**src/rtl/hack_screen_scanout_if.sv**
```systemverilog
// Screen-memory read port between the scanout pipeline (master) and the Hack screen RAM (slave).
interface hack_screen_scanout_if;
   logic [12:0] ram_addr;
   logic        ram_en;
   logic [15:0] ram_rdata;

   modport master (output ram_addr, output ram_en, input ram_rdata);
   modport slave  (input ram_addr, input ram_en, output ram_rdata);
endinterface

```
**src/rtl/hack_screen_scanout.sv**
```systemverilog
// Hack 512x256 1bpp screen scanout: 3-stage counters-to-pixel pipeline with matched sync delay.
// Optional frame around the window when SCANOUT_BORDER_EN is defined.
module hack_screen_scanout #(
   parameter int          X_OFF    = 64,
   parameter int          Y_OFF    = 112,
   parameter logic [2:0]  FG_COLOR = 3'b010,
   parameter logic [2:0]  BG_COLOR = 3'b000
`ifdef SCANOUT_BORDER_EN
   ,
   parameter logic [2:0]  BORDER_COLOR = 3'b100
`endif
) (
   input  logic                   clk_25,
   input  logic                   rst_n,
   input  logic [9:0]             CounterX,
   input  logic [9:0]             CounterY,
   input  logic                   inDisplayArea,
   input  logic                   hsync_in,
   input  logic                   vsync_in,
   hack_screen_scanout_if.master  ram,
   output logic [2:0]             pixel,
   output logic                   hsync_out,
   output logic                   vsync_out
);

   localparam logic [9:0] X_LO = 10'(X_OFF);
   localparam logic [9:0] X_HI = 10'(X_OFF + 512);
   localparam logic [9:0] Y_LO = 10'(Y_OFF);
   localparam logic [9:0] Y_HI = 10'(Y_OFF + 256);

   logic       in_win;
   logic       word_start;
   logic [8:0] rx;
   logic [7:0] ry;
   logic       border;

   // Window compare uses the full 10-bit counters; rx/ry are only consumed inside the window.
   assign in_win     = inDisplayArea &&
                       (CounterX >= X_LO) && (CounterX < X_HI) &&
                       (CounterY >= Y_LO) && (CounterY < Y_HI);
   assign rx         = CounterX[8:0] - X_LO[8:0];
   assign ry         = CounterY[7:0] - Y_LO[7:0];
   assign word_start = in_win && (rx[3:0] == 4'd0);

`ifdef SCANOUT_BORDER_EN
   logic [10:0] cx1;
   logic [10:0] cy1;
   logic        span_x;
   logic        span_y;
   logic        on_rows;
   logic        on_cols;

   // Offset by one so the X_OFF-1 / Y_OFF-1 edges compare without underflow.
   assign cx1     = {1'b0, CounterX} + 11'd1;
   assign cy1     = {1'b0, CounterY} + 11'd1;
   assign span_x  = (cx1 >= 11'(X_OFF)) && (CounterX <= X_HI);
   assign span_y  = (cy1 >= 11'(Y_OFF)) && (CounterY <= Y_HI);
   assign on_rows = (cy1 == 11'(Y_OFF)) || (CounterY == Y_HI);
   assign on_cols = (cx1 == 11'(X_OFF)) || (CounterX == X_HI);
   assign border  = inDisplayArea && ((on_rows && span_x) || (on_cols && span_y));
`else
   assign border  = 1'b0;
`endif

   logic        in_win_a;
   logic        de_a;
   logic [3:0]  phase_a;
   logic        hs_a;
   logic        vs_a;
   logic        border_a;

   logic        in_win_b;
   logic        de_b;
   logic        bit_b;
   logic [15:0] shreg;
   logic        hs_b;
   logic        vs_b;
   logic        border_b;

   always_ff @(posedge clk_25 or negedge rst_n) begin
      if (!rst_n) begin
         ram.ram_en   <= 1'b0;
         ram.ram_addr <= '0;
         in_win_a     <= 1'b0;
         de_a         <= 1'b0;
         phase_a      <= '0;
         hs_a         <= 1'b1;
         vs_a         <= 1'b1;
         border_a     <= 1'b0;
      end else begin
         ram.ram_en <= word_start;
         if (word_start)
            ram.ram_addr <= {ry, rx[8:4]};
         in_win_a <= in_win;
         de_a     <= inDisplayArea;
         phase_a  <= rx[3:0];
         hs_a     <= hsync_in;
         vs_a     <= vsync_in;
         border_a <= border;
      end
   end

   // ram_rdata is only looked at on a word-start cycle, i.e. while ram_en is high.
   always_ff @(posedge clk_25 or negedge rst_n) begin
      if (!rst_n) begin
         in_win_b <= 1'b0;
         de_b     <= 1'b0;
         bit_b    <= 1'b0;
         shreg    <= '0;
         hs_b     <= 1'b1;
         vs_b     <= 1'b1;
         border_b <= 1'b0;
      end else begin
         if (in_win_a && (phase_a == 4'd0)) begin
            bit_b <= ram.ram_rdata[0];
            shreg <= {1'b0, ram.ram_rdata[15:1]};
         end else if (in_win_a) begin
            bit_b <= shreg[0];
            shreg <= {1'b0, shreg[15:1]};
         end
         in_win_b <= in_win_a;
         de_b     <= de_a;
         hs_b     <= hs_a;
         vs_b     <= vs_a;
         border_b <= border_a;
      end
   end

   logic [2:0] pixel_next;

   always_comb begin
      pixel_next = 3'b000;
      if (in_win_b)
         pixel_next = bit_b ? FG_COLOR : BG_COLOR;
`ifdef SCANOUT_BORDER_EN
      else if (border_b)
         pixel_next = BORDER_COLOR;
`endif
      else if (de_b)
         pixel_next = BG_COLOR;
   end

   always_ff @(posedge clk_25 or negedge rst_n) begin
      if (!rst_n) begin
         pixel     <= 3'b000;
         hsync_out <= 1'b1;
         vsync_out <= 1'b1;
      end else begin
         pixel     <= pixel_next;
         hsync_out <= hs_b;
         vsync_out <= vs_b;
      end
   end

`ifndef SCANOUT_BORDER_EN
   logic unused_border;
   assign unused_border = border_b;
`endif

endmodule
```
**src/flat_wrapper.sv**
```systemverilog
// flat-port wrapper written by rule: the top's interface ports become plain ports
module hack_screen_scanout_flat 
#(
   parameter int          X_OFF    = 64,
   parameter int          Y_OFF    = 112,
   parameter logic [2:0]  FG_COLOR = 3'b010,
   parameter logic [2:0]  BG_COLOR = 3'b000

)
  (clk_25, rst_n, CounterX, CounterY, inDisplayArea, hsync_in, vsync_in, pixel, hsync_out, vsync_out, ram_ram_addr, ram_ram_en, ram_ram_rdata);
  hack_screen_scanout_if ram_i ();
  input  logic clk_25;
  input  logic rst_n;
  input  logic [9:0] CounterX;
  input  logic [9:0] CounterY;
  input  logic inDisplayArea;
  input  logic hsync_in;
  input  logic vsync_in;
  output logic [2:0] pixel;
  output logic hsync_out;
  output logic vsync_out;
  output wire logic [$bits(ram_i.ram_addr)-1:0] ram_ram_addr;
  output wire logic [$bits(ram_i.ram_en)-1:0] ram_ram_en;
  input wire logic [$bits(ram_i.ram_rdata)-1:0] ram_ram_rdata;
  assign ram_ram_addr = ram_i.ram_addr;
  assign ram_ram_en = ram_i.ram_en;
  assign ram_i.ram_rdata = ram_ram_rdata;
  hack_screen_scanout #(.X_OFF(X_OFF), .Y_OFF(Y_OFF), .FG_COLOR(FG_COLOR), .BG_COLOR(BG_COLOR)) u_core (.clk_25(clk_25), .rst_n(rst_n), .CounterX(CounterX), .CounterY(CounterY), .inDisplayArea(inDisplayArea), .hsync_in(hsync_in), .vsync_in(vsync_in), .ram(ram_i), .pixel(pixel), .hsync_out(hsync_out), .vsync_out(vsync_out));
endmodule
```
**config.mk**
```make
export PLATFORM = sky130hd
export DESIGN_NAME = hack_screen_scanout_flat
export DESIGN_NICKNAME = d
export VERILOG_FILES = /design/src/rtl/hack_screen_scanout_if.sv /design/src/rtl/hack_screen_scanout.sv /design/src/flat_wrapper.sv
export SDC_FILE = /design/constraint.sdc
export NUM_CORES = 1
export LEC_CHECK = 0
export CAP_MARGIN = 30
export CELL_PAD_IN_SITES_DETAIL_PLACEMENT = 0
export CELL_PAD_IN_SITES_GLOBAL_PLACEMENT = 1
export CORE_AREA = 10 10 83 85
export DETAILED_ROUTE_END_ITERATION = 6
export DIE_AREA = 0 0 93 95
export GPL_TIMING_DRIVEN = 0
export PLACE_DENSITY_LB_ADDON = 0.1
export SETUP_SLACK_MARGIN = 0.5
export SLEW_MARGIN = 20
export SYNTH_ARGS = -nofsm -noshare
export SYNTH_HDL_FRONTEND = slang
export SYNTH_SLANG_ARGS = --single-unit
```
**constraint.sdc**
```tcl
create_clock -name clk_25 -period 1.9 [get_ports clk_25]
set_clock_uncertainty 0.05 [all_clocks]
set_input_delay 0.475 -clock clk_25 [delete_from_list [all_inputs] [get_ports clk_25]]
set_output_delay 0.475 -clock clk_25 [all_outputs]
set_load 0.005 [all_outputs]
```
==> qor.json, run 1 <==
{
  "route": {
    "route.vias.total": 1278,
    "avgViaCountPerCell": 4.41,
    "routed_wirelength_mm": 4.46,
    "drt-initial-drc-count": 24,
    "drtAntennaViolNets": 0,
    "post-route-drc-count": 0,
    "avgRoutedWirePerCell_um": 15.4,
    "detailedRoute.firstPassIterationCount": 3
  },
  "logic_synthesis": {
    "synth_enable_flop_cells": 0,
    "ys_seq_elements": 43,
    "synth_flop_cell": "sky130_fd_sc_hd__dfrtp_1",
    "synthDominantAreaCellType": "sky130_fd_sc_hd__dfrtp_1",
    "syn_inst_count": 140,
    "synth_area_um2": 1810,
    "synth_async_sr_flop_share": 1.00,
    "cells_taking_the_most_area_after_synthesis": "sky130_fd_sc_hd__dfrtp_1, sky130_fd_sc_hd__mux2i_1, sky130_fd_sc_hd__dfstp_2",
    "synth-seq-area-share": 0.600,
    "synthDistinctLibCells": 28,
    "synth-warning-count": 0,
    "avgSynthCellArea_um2": 12.9,
    "synthDominantCellAreaShare": 0.513
  },
  "clocking": {
    "clk_latency_ns": 0.28,
    "cts_buf_count": 5,
    "clk_pin_slew_ns": 0.08,
    "cts_root_buffer": "sky130_fd_sc_hd__clkbuf_8",
    "cts_tree": "built",
    "clock_path_buffers": 2,
    "cts_hold_repair.buffers": 0,
    "clkSinkCount": 43,
    "cts_max_level": 2
  },
  "pwr": {
    "power_per_unit_of_standard_cell_area_nw_per_um2": 716,
    "cellLeakagePower_nw": 1.35,
    "max-vdd-ir-drop_uv": 359
  },
  "setup_path": {
    "worst_path_max_delay_cell": "sky130_fd_sc_hd__or4_4",
    "slowest_cell_delay_on_critical_path_ns": 0.55,
    "cp_cell_sequence": "buf_2 -> or4_4 -> a21oi_4 -> nand4_4 -> clkbuf_16 -> mux2_4",
    "critPathRequiredTime_ns": 2.02,
    "cp_bufs_invs": 2,
    "peak_fanout_along_the_critical_path": 4,
    "start_kind": "input pin",
    "timing.critical_path.to_type": "flip-flop",
    "setup.worst_path.class": "in -> reg",
    "timing.critical_path.max_delay_family": "simple AND/OR/NAND/NOR gates",
    "critical_path_arrival_ns": 1.91
  },
  "status": {
    "outcome": "complete, no violations"
  },
  "final_layout": {
    "fin_nets": 261,
    "largest_register_by_flop_count": "u_core.shreg",
    "final_design_area_no_fill_um2": 2700,
    "insertedDiodeCount": 0,
    "area_growth_syn_to_layout_pct": 49.3,
    "flip_flop_count_of_the_largest_register_after_layout": 15,
    "drive_gt1_frac": 0.367,
    "reg.largest.list": "u_core.shreg (15), u_core.ram.ram_addr (13), u_core.phase_a (4)"
  },
  "hold_path": {
    "hp-class": "in -> async"
  },
  "global_route": {
    "grt_start_max_net_pins": 27,
    "antenna_violations_before_repair": 0,
    "grt_first_pass_wirelength_mm": 7.38,
    "grt_usage": 0.106,
    "gr-total-overflow": 0,
    "number_of_global_route_vias_before_repair": 1490
  },
  "sta": {
    "fin_crit_ns": 1.79,
    "final_critical_path_share_of_the_clock_period": 0.943,
    "hold_viol_final": 0,
    "finalSetupViolations": 0,
    "clock.fmax_mhz": 558,
    "min_hold_slack_ns": 0.0827,
    "unrepaired_setup_endpoints_after_global_routing": "yes",
    "slew_viol_final": 0
  },
  "flow_run": {
    "cap_violations": 0
  },
  "die": {
    "floorplan.initialDensity": 0.338,
    "full_die_area_um2": 8840,
    "row_count": 27,
    "top_level_ports": 60,
    "core_area_um2": 5340,
    "die_h_um": 95,
    "die_width_um": 93
  },
  "place": {
    "detailed_place.area_um2": 2530,
    "buffer_ports.inserted": 57,
    "globalplace.congestion": 0.698,
    "detailedPlacementHpwl_mm": 3.38
  }
}
==> cell usage in the layout, fill, tap and decap left out, types with 3 or more instances in the layout <==
cell	instances
sky130_fd_sc_hd__dfrtp_1	37
sky130_fd_sc_hd__clkdlybuf4s50_1	26
sky130_fd_sc_hd__buf_2	18
sky130_fd_sc_hd__mux2i_1	16
sky130_fd_sc_hd__nor2_1	15
sky130_fd_sc_hd__a21oi_1	14
sky130_fd_sc_hd__buf_4	10
sky130_fd_sc_hd__mux2_4	7
sky130_fd_sc_hd__buf_6	6
sky130_fd_sc_hd__dfstp_2	6
sky130_fd_sc_hd__inv_1	5
sky130_fd_sc_hd__clkbuf_1	5
sky130_fd_sc_hd__clkbuf_8	5
sky130_fd_sc_hd__mux2_2	4
sky130_fd_sc_hd__dlygate4sd2_1	4
sky130_fd_sc_hd__xor2_1	3
sky130_fd_sc_hd__clkbuf_2	3
==> power by group <==
group          internal, W  switching [W]  leakage, nW
clock             0.000258       0.000286       0.0422
sequential         0.00101      0.0000448        0.485
combinational     0.000196       0.000138        0.825
==> path summary, 6_finish.rpt <==
| check | start | endpoint | slack [ns] | cells after the start |
|---|---|---|---|---|
| setup / recovery | CounterX[3] | u_core.ram.ram_addr[2] | 0.11 | 6 |
| min in group clk_25 | CounterX[0] | u_core.phase_a[0] | 0.26 | 1 |
| setup reg to reg | u_core.phase_a[1] | u_core.shreg[12] | 0.47 | 5 |
| max in group asynchronous | rst_n | u_core.phase_a[2] | 1.23 | 2 |
| hold / removal | rst_n | u_core.ram.ram_addr[8] | 0.08 | 1 |
| hold reg to reg | u_core.vs_b | u_core.vsync_out | 0.31 | 0 |
==> cells in the mapped netlist, types with 2 or more instances <==
| master | number |
|---|---|
| sky130_fd_sc_hd__nor2_1 | 15 |
| sky130_fd_sc_hd__a21oi_1 | 16 |
| sky130_fd_sc_hd__ha_1 | 3 |
| sky130_fd_sc_hd__mux2_4 | 7 |
| sky130_fd_sc_hd__mux2_2 | 4 |
| sky130_fd_sc_hd__mux2i_1 | 17 |
| sky130_fd_sc_hd__buf_4 | 2 |
| sky130_fd_sc_hd__inv_1 | 7 |
| sky130_fd_sc_hd__dfrtp_1 | 37 |
| sky130_fd_sc_hd__clkbuf_1 | 4 |
| sky130_fd_sc_hd__dfstp_2 | 6 |
| sky130_fd_sc_hd__nand3_1 | 2 |
| sky130_fd_sc_hd__o21ai_0 | 3 |
| sky130_fd_sc_hd__xor2_1 | 3 |
==> metal layers <==
metal  GRT usage  vias up  routed length (µm)
met4      0.0308        0                   0
met2       0.190       36                2410
met3      0.0428        0                 295
li1            -      623                   -
met5           0        -                   0
met1       0.112      619                1750
==> kinds of logic after synthesis <==
kind of cell,count (synthesis),share of synthesized area
adder cells (fa/ha/maj),3,0.0208
multiplexers,28,0.177
AND/OR/NAND/NOR,26,0.0825
flip-flops,43,0.600
AO/OA/AOI/OAI,20,0.0575
other,1,0.00208
buffers and inverters,15,0.0402
XOR/XNOR,4,0.0194
==> cell type report <==
cell class                 instances  area [µm²]
tap                               72        90.1
multi-input combinational         83         747
timing repair buffer              69         602
clock inverter                     1        5.00
fill                             528        2640
clock buffer                       7        76.3
buffer                             8        62.6
inverter                           7        28.8
sequential                        43        1080
==> timing repair <==
item                                    CTS  global route
gates resized for setup                 106            13
gates cloned                              1             0
setup buffers                             9             1
pin swaps                                13            11
endpoints found under the setup margin   47            35
==> per-stage QoR <==
stage,total power (W),setup WS (ns),std cells,setup TNS [ns],utilization
2_1_floorplan,0.00120,-0.0419,141,-0.293,-
3_3_place_gp,0.00140,-0.764,270,-38.87,0.471
3_5_place_dp,0.00142,-0.720,271,-9.07,0.474
4_1_cts,0.00197,0.0729,289,0,0.498
5_1_grt,0.00204,0.0824,290,0,0.505
6_report,0.00193,0.108,290,0,0.505
Note: power is estimated with default switching activity, not from simulation.
==> inputs of run 2 (changes only) <==
--- a/config.mk
+++ b/config.mk
@@ -12,6 +12,7 @@
 export DETAILED_ROUTE_END_ITERATION = 6
 export DIE_AREA = 0 0 93 95
 export GPL_TIMING_DRIVEN = 0
+export MAX_ROUTING_LAYER = met4
 export PLACE_DENSITY_LB_ADDON = 0.1
 export SETUP_SLACK_MARGIN = 0.5
 export SLEW_MARGIN = 20
==> run 2 against run 1 <==
Via count is 0.70% higher; die area did not move; setup slack improved by 0.00058 ns; sequential share of layout area unchanged; flip-flop and latch count unchanged; global-route usage up 0.32 points; count of clock-buffer cells in the layout stayed put; final area did not move; worst hold slack about the same; sequential power barely moved; maximum frequency about the same.
==> qor.json, run 2 (synthesis gave the netlist of run 1 again) <==
{
  "status": {
    "outcome": "complete, no violations"
  },
  "global_route": {
    "grt_start_max_net_pins": {"value": 27, "change": "unchanged"},
    "gr-total-overflow": {"value": 0, "change": "unchanged"},
    "number_of_global_route_vias_before_repair": {"value": 1503, "change": "+0.87%"},
    "grt_first_pass_wirelength": {"value": 7.34, "unit": "mm", "change": "-0.57%"},
    "antenna_violations_before_repair": {"value": 0, "change": "unchanged"},
    "grt_usage": {"value": 0.109, "change": "+0.00324"}
  },
  "route": {
    "drt-initial-drc-count": {"value": 24, "change": "unchanged"},
    "routed_wirelength": {"value": 4.47, "unit": "mm", "change": "+0.38%"},
    "drtAntennaViolNets": {"value": 0, "change": "unchanged"},
    "avgRoutedWirePerCell": {"value": 15.4, "unit": "µm", "change": "+0.38%"},
    "detailedRoute.firstPassIterationCount": {"value": 4, "change": "+1"},
    "avgViaCountPerCell": {"value": 4.44, "change": "+0.70%"},
    "route.vias.total": {"value": 1287, "change": "+0.70%"},
    "post-route-drc-count": {"value": 0, "change": "unchanged"}
  },
  "setup_path": {
    "peak_fanout_along_the_critical_path": {"value": 4, "change": "unchanged"},
    "slowest_cell_delay_on_critical_path": {"value": 0.55, "unit": "ns", "change": "about the same"},
    "worstSetupStartpoint": "CounterX[3]",
    "cp_cell_sequence": "buf_2 -> or4_4 -> a21oi_4 -> nand4_4 -> clkbuf_16 -> mux2_4",
    "critical_path_arrival": {"value": 1.91, "unit": "ns", "change": "about the same"},
    "critPathRequiredTime": {"value": 2.02, "unit": "ns", "change": "about the same"},
    "setup.worst_path.class": "in -> reg",
    "worst_path_max_delay_cell": "sky130_fd_sc_hd__or4_4",
    "timing.critical_path.to_type": "flip-flop",
    "start_kind": "input pin",
    "critical_path.reg2reg.startpoint": "u_core.phase_a[1]"
  },
  "die": {
    "floorplan.initialDensity": {"value": 0.338, "change": "unchanged"},
    "row_count": {"value": 27, "change": "unchanged"},
    "top_level_ports": {"value": 60, "change": "unchanged"},
    "full_die_area": {"value": 8840, "unit": "µm²", "change": "unchanged"},
    "die_width": {"value": 93, "unit": "µm", "change": "unchanged"},
    "die_h": {"value": 95, "unit": "µm", "change": "unchanged"},
    "core_area": {"value": 5340, "unit": "µm²", "change": "unchanged"}
  },
  "clocking": {
    "cts_hold_repair.buffers": {"value": 0, "change": "unchanged"},
    "cts_root_buffer": "sky130_fd_sc_hd__clkbuf_8",
    "clock_path_buffers": {"value": 2, "change": "unchanged"},
    "cts_buf_count": {"value": 5, "change": "unchanged"},
    "cts_max_level": {"value": 2, "change": "unchanged"},
    "clkSinkCount": {"value": 43, "change": "unchanged"},
    "clk_latency": {"value": 0.28, "unit": "ns", "change": "about the same"},
    "clk_pin_slew": {"value": 0.08, "unit": "ns", "change": "about the same"},
    "cts_tree": "built"
  },
  "final_layout": {
    "fin_nets": {"value": 261, "change": "unchanged"},
    "flip_flop_count_of_the_largest_register_after_layout": {"value": 15, "change": "unchanged"},
    "insertedDiodeCount": {"value": 0, "change": "unchanged"},
    "area.sequential": {"value": 1080, "unit": "µm²", "change": "unchanged"},
    "commonest_cells_after_routing_fill_and_taps_aside": "sky130_fd_sc_hd__dfrtp_1, sky130_fd_sc_hd__clkdlybuf4s50_1, sky130_fd_sc_hd__buf_2",
    "area_growth_syn_to_layout": {"value": 49.3, "unit": "%", "change": "unchanged"},
    "share_of_the_core_filled_with_cells_in_the_final_layout": {"value": 0.505, "change": "unchanged"},
    "final_cells": {"value": 290, "change": "unchanged"},
    "fill_cells": {"value": 528, "change": "unchanged"},
    "multi_input_comb_area": {"value": 747, "unit": "µm²", "change": "unchanged"},
    "largest_register_by_flop_count": "u_core.shreg",
    "drive_gt1_frac": {"value": 0.367, "change": "unchanged"},
    "reg.largest.list": "u_core.shreg (15), u_core.ram.ram_addr (13), u_core.phase_a (4)",
    "layout.cells.most_common": "sky130_fd_sc_hd__dfrtp_1"
  },
  "hold_path": {
    "hp-class": "in -> async"
  },
  "flow_run": {
    "cap_violations": {"value": 0, "change": "unchanged"}
  },
  "pwr": {
    "power.switching_fraction": {"value": 0.244, "change": "+0.00107"},
    "report.power.total": {"value": 0.00193, "unit": "W", "change": "+0.14%"},
    "power_switching": {"value": 0.000472, "unit": "W", "change": "+0.58%"},
    "max-vdd-ir-drop": {"value": 359, "unit": "µV", "change": "about the same"},
    "cellLeakagePower": {"value": 1.35, "unit": "nW", "change": "unchanged"},
    "part_of_the_total_power_dissipated_in_combinational_logic": {"value": 0.173, "change": "about the same"},
    "internal-power": {"value": 0.00146, "unit": "W", "change": "unchanged"},
    "pwr-share-seq": {"value": 0.545, "change": "about the same"},
    "clock_power_share": {"value": 0.283, "change": "about the same"},
    "power_per_unit_of_standard_cell_area": {"value": 717, "unit": "nW/µm²", "change": "+0.14%"}
  },
  "place": {
    "buffer_ports.inserted": {"value": 57, "change": "unchanged"},
    "dp_cells": {"value": 271, "change": "unchanged"},
    "detailedPlacementHpwl": {"value": 3.38, "unit": "mm", "change": "unchanged"},
    "globalplace.congestion": {"value": 0.706, "change": "+1.1%"}
  },
  "sta": {
    "hold_viol_final": {"value": 0, "change": "unchanged"},
    "finalSetupViolations": {"value": 0, "change": "unchanged"},
    "fin_crit": {"value": 1.79, "unit": "ns", "change": "-0.000577 ns"},
    "final_critical_path_share_of_the_clock_period": {"value": 0.943, "change": "about the same"},
    "unrepaired_setup_endpoints_after_global_routing": "yes",
    "clock.fmax": {"value": 558, "unit": "MHz", "change": "about the same"},
    "slew_viol_final": {"value": 0, "change": "unchanged"}
  }
}
-- run 2: critical path, delay by kind of cell --
family,cells,cell delay (ns)
multiplexers,1,0.29
buffers and inverters,2,0.31
AND/OR/NAND/NOR,2,0.70
AO/OA/AOI/OAI,1,0.14
-- run 2: path summary, 6_finish.rpt --
| kind | endpoint | slack [ns] | cells after the start |
|---|---|---|---|
| worst max-delay path | u_core.ram.ram_addr[2] | 0.11 | 6 |
| max in group asynchronous | u_core.phase_a[1] | 1.24 | 2 |
| min in group clk_25 | u_core.phase_a[0] | 0.26 | 1 |
| worst max register to register | u_core.shreg[12] | 0.47 | 5 |
| worst min-delay path | u_core.ram.ram_addr[8] | 0.08 | 1 |
| worst min register to register | u_core.vsync_out | 0.31 | 0 |
-- run 2: metal layers --
metal  up-vias  track usage  part of all wire
li1        623            -                 -
met2        39        0.190              0.54
met5         -            -                 0
met4         0       0.0308                 0
met1       625        0.120              0.42
met3         0       0.0285             0.035
-- run 2: area by class of cell --
type,instances,share of cell area
tap,72,0.0334
inverter,7,0.0107
clock buffer,7,0.0283
buffer,8,0.0232
multi-input combinational,83,0.277
sequential,43,0.402
timing repair buffer,69,0.223
clock inverter,1,0.00186
-- run 2: repair_timing --
item	4_1_cts	5_1_grt
pin swaps	13	11
gates cloned	1	0
endpoints found under the setup margin	47	35
resized for setup	106	13
setup buffers	9	1
-- run 2: metrics by stage --
step,cell area (µm²),TNS [ns],hold WS [ns],worst slack (ns)
after global routing,2700,0,0.0890,0.0823
after floorplan,1850,-0.293,0.129,-0.0419
final,2700,0,0.0827,0.108
after detailed placement,2530,-9.07,0.298,-0.720
after CTS,2660,0,0.0807,0.0729
after global placement,2510,-38.87,0.296,-0.764
-- run 2: power groups by stage --
stage,registers [W],clock network (W),logic (W)
2_1_floorplan,0.00106,0,0.000138
3_3_place_gp,0.00107,0,0.000331
3_5_place_dp,0.00107,0,0.000348
4_1_cts,0.00105,0.000577,0.000336
5_1_grt,0.00106,0.000605,0.000373
6_report,0.00105,0.000547,0.000334
==> inputs of run 3 (changes only) <==
--- a/config.mk
+++ b/config.mk
@@ -5,14 +5,13 @@
 export SDC_FILE = /design/constraint.sdc
 export NUM_CORES = 1
 export LEC_CHECK = 0
-export CAP_MARGIN = 30
+export CAP_MARGIN = 5
 export CELL_PAD_IN_SITES_DETAIL_PLACEMENT = 0
 export CELL_PAD_IN_SITES_GLOBAL_PLACEMENT = 1
 export CORE_AREA = 10 10 83 85
 export DETAILED_ROUTE_END_ITERATION = 6
 export DIE_AREA = 0 0 93 95
 export GPL_TIMING_DRIVEN = 0
-export MAX_ROUTING_LAYER = met4
 export PLACE_DENSITY_LB_ADDON = 0.1
 export SETUP_SLACK_MARGIN = 0.5
 export SLEW_MARGIN = 20
==> results of run 3 <==
Same layout as run 1: the final DEF is identical, and so are final timing and power.
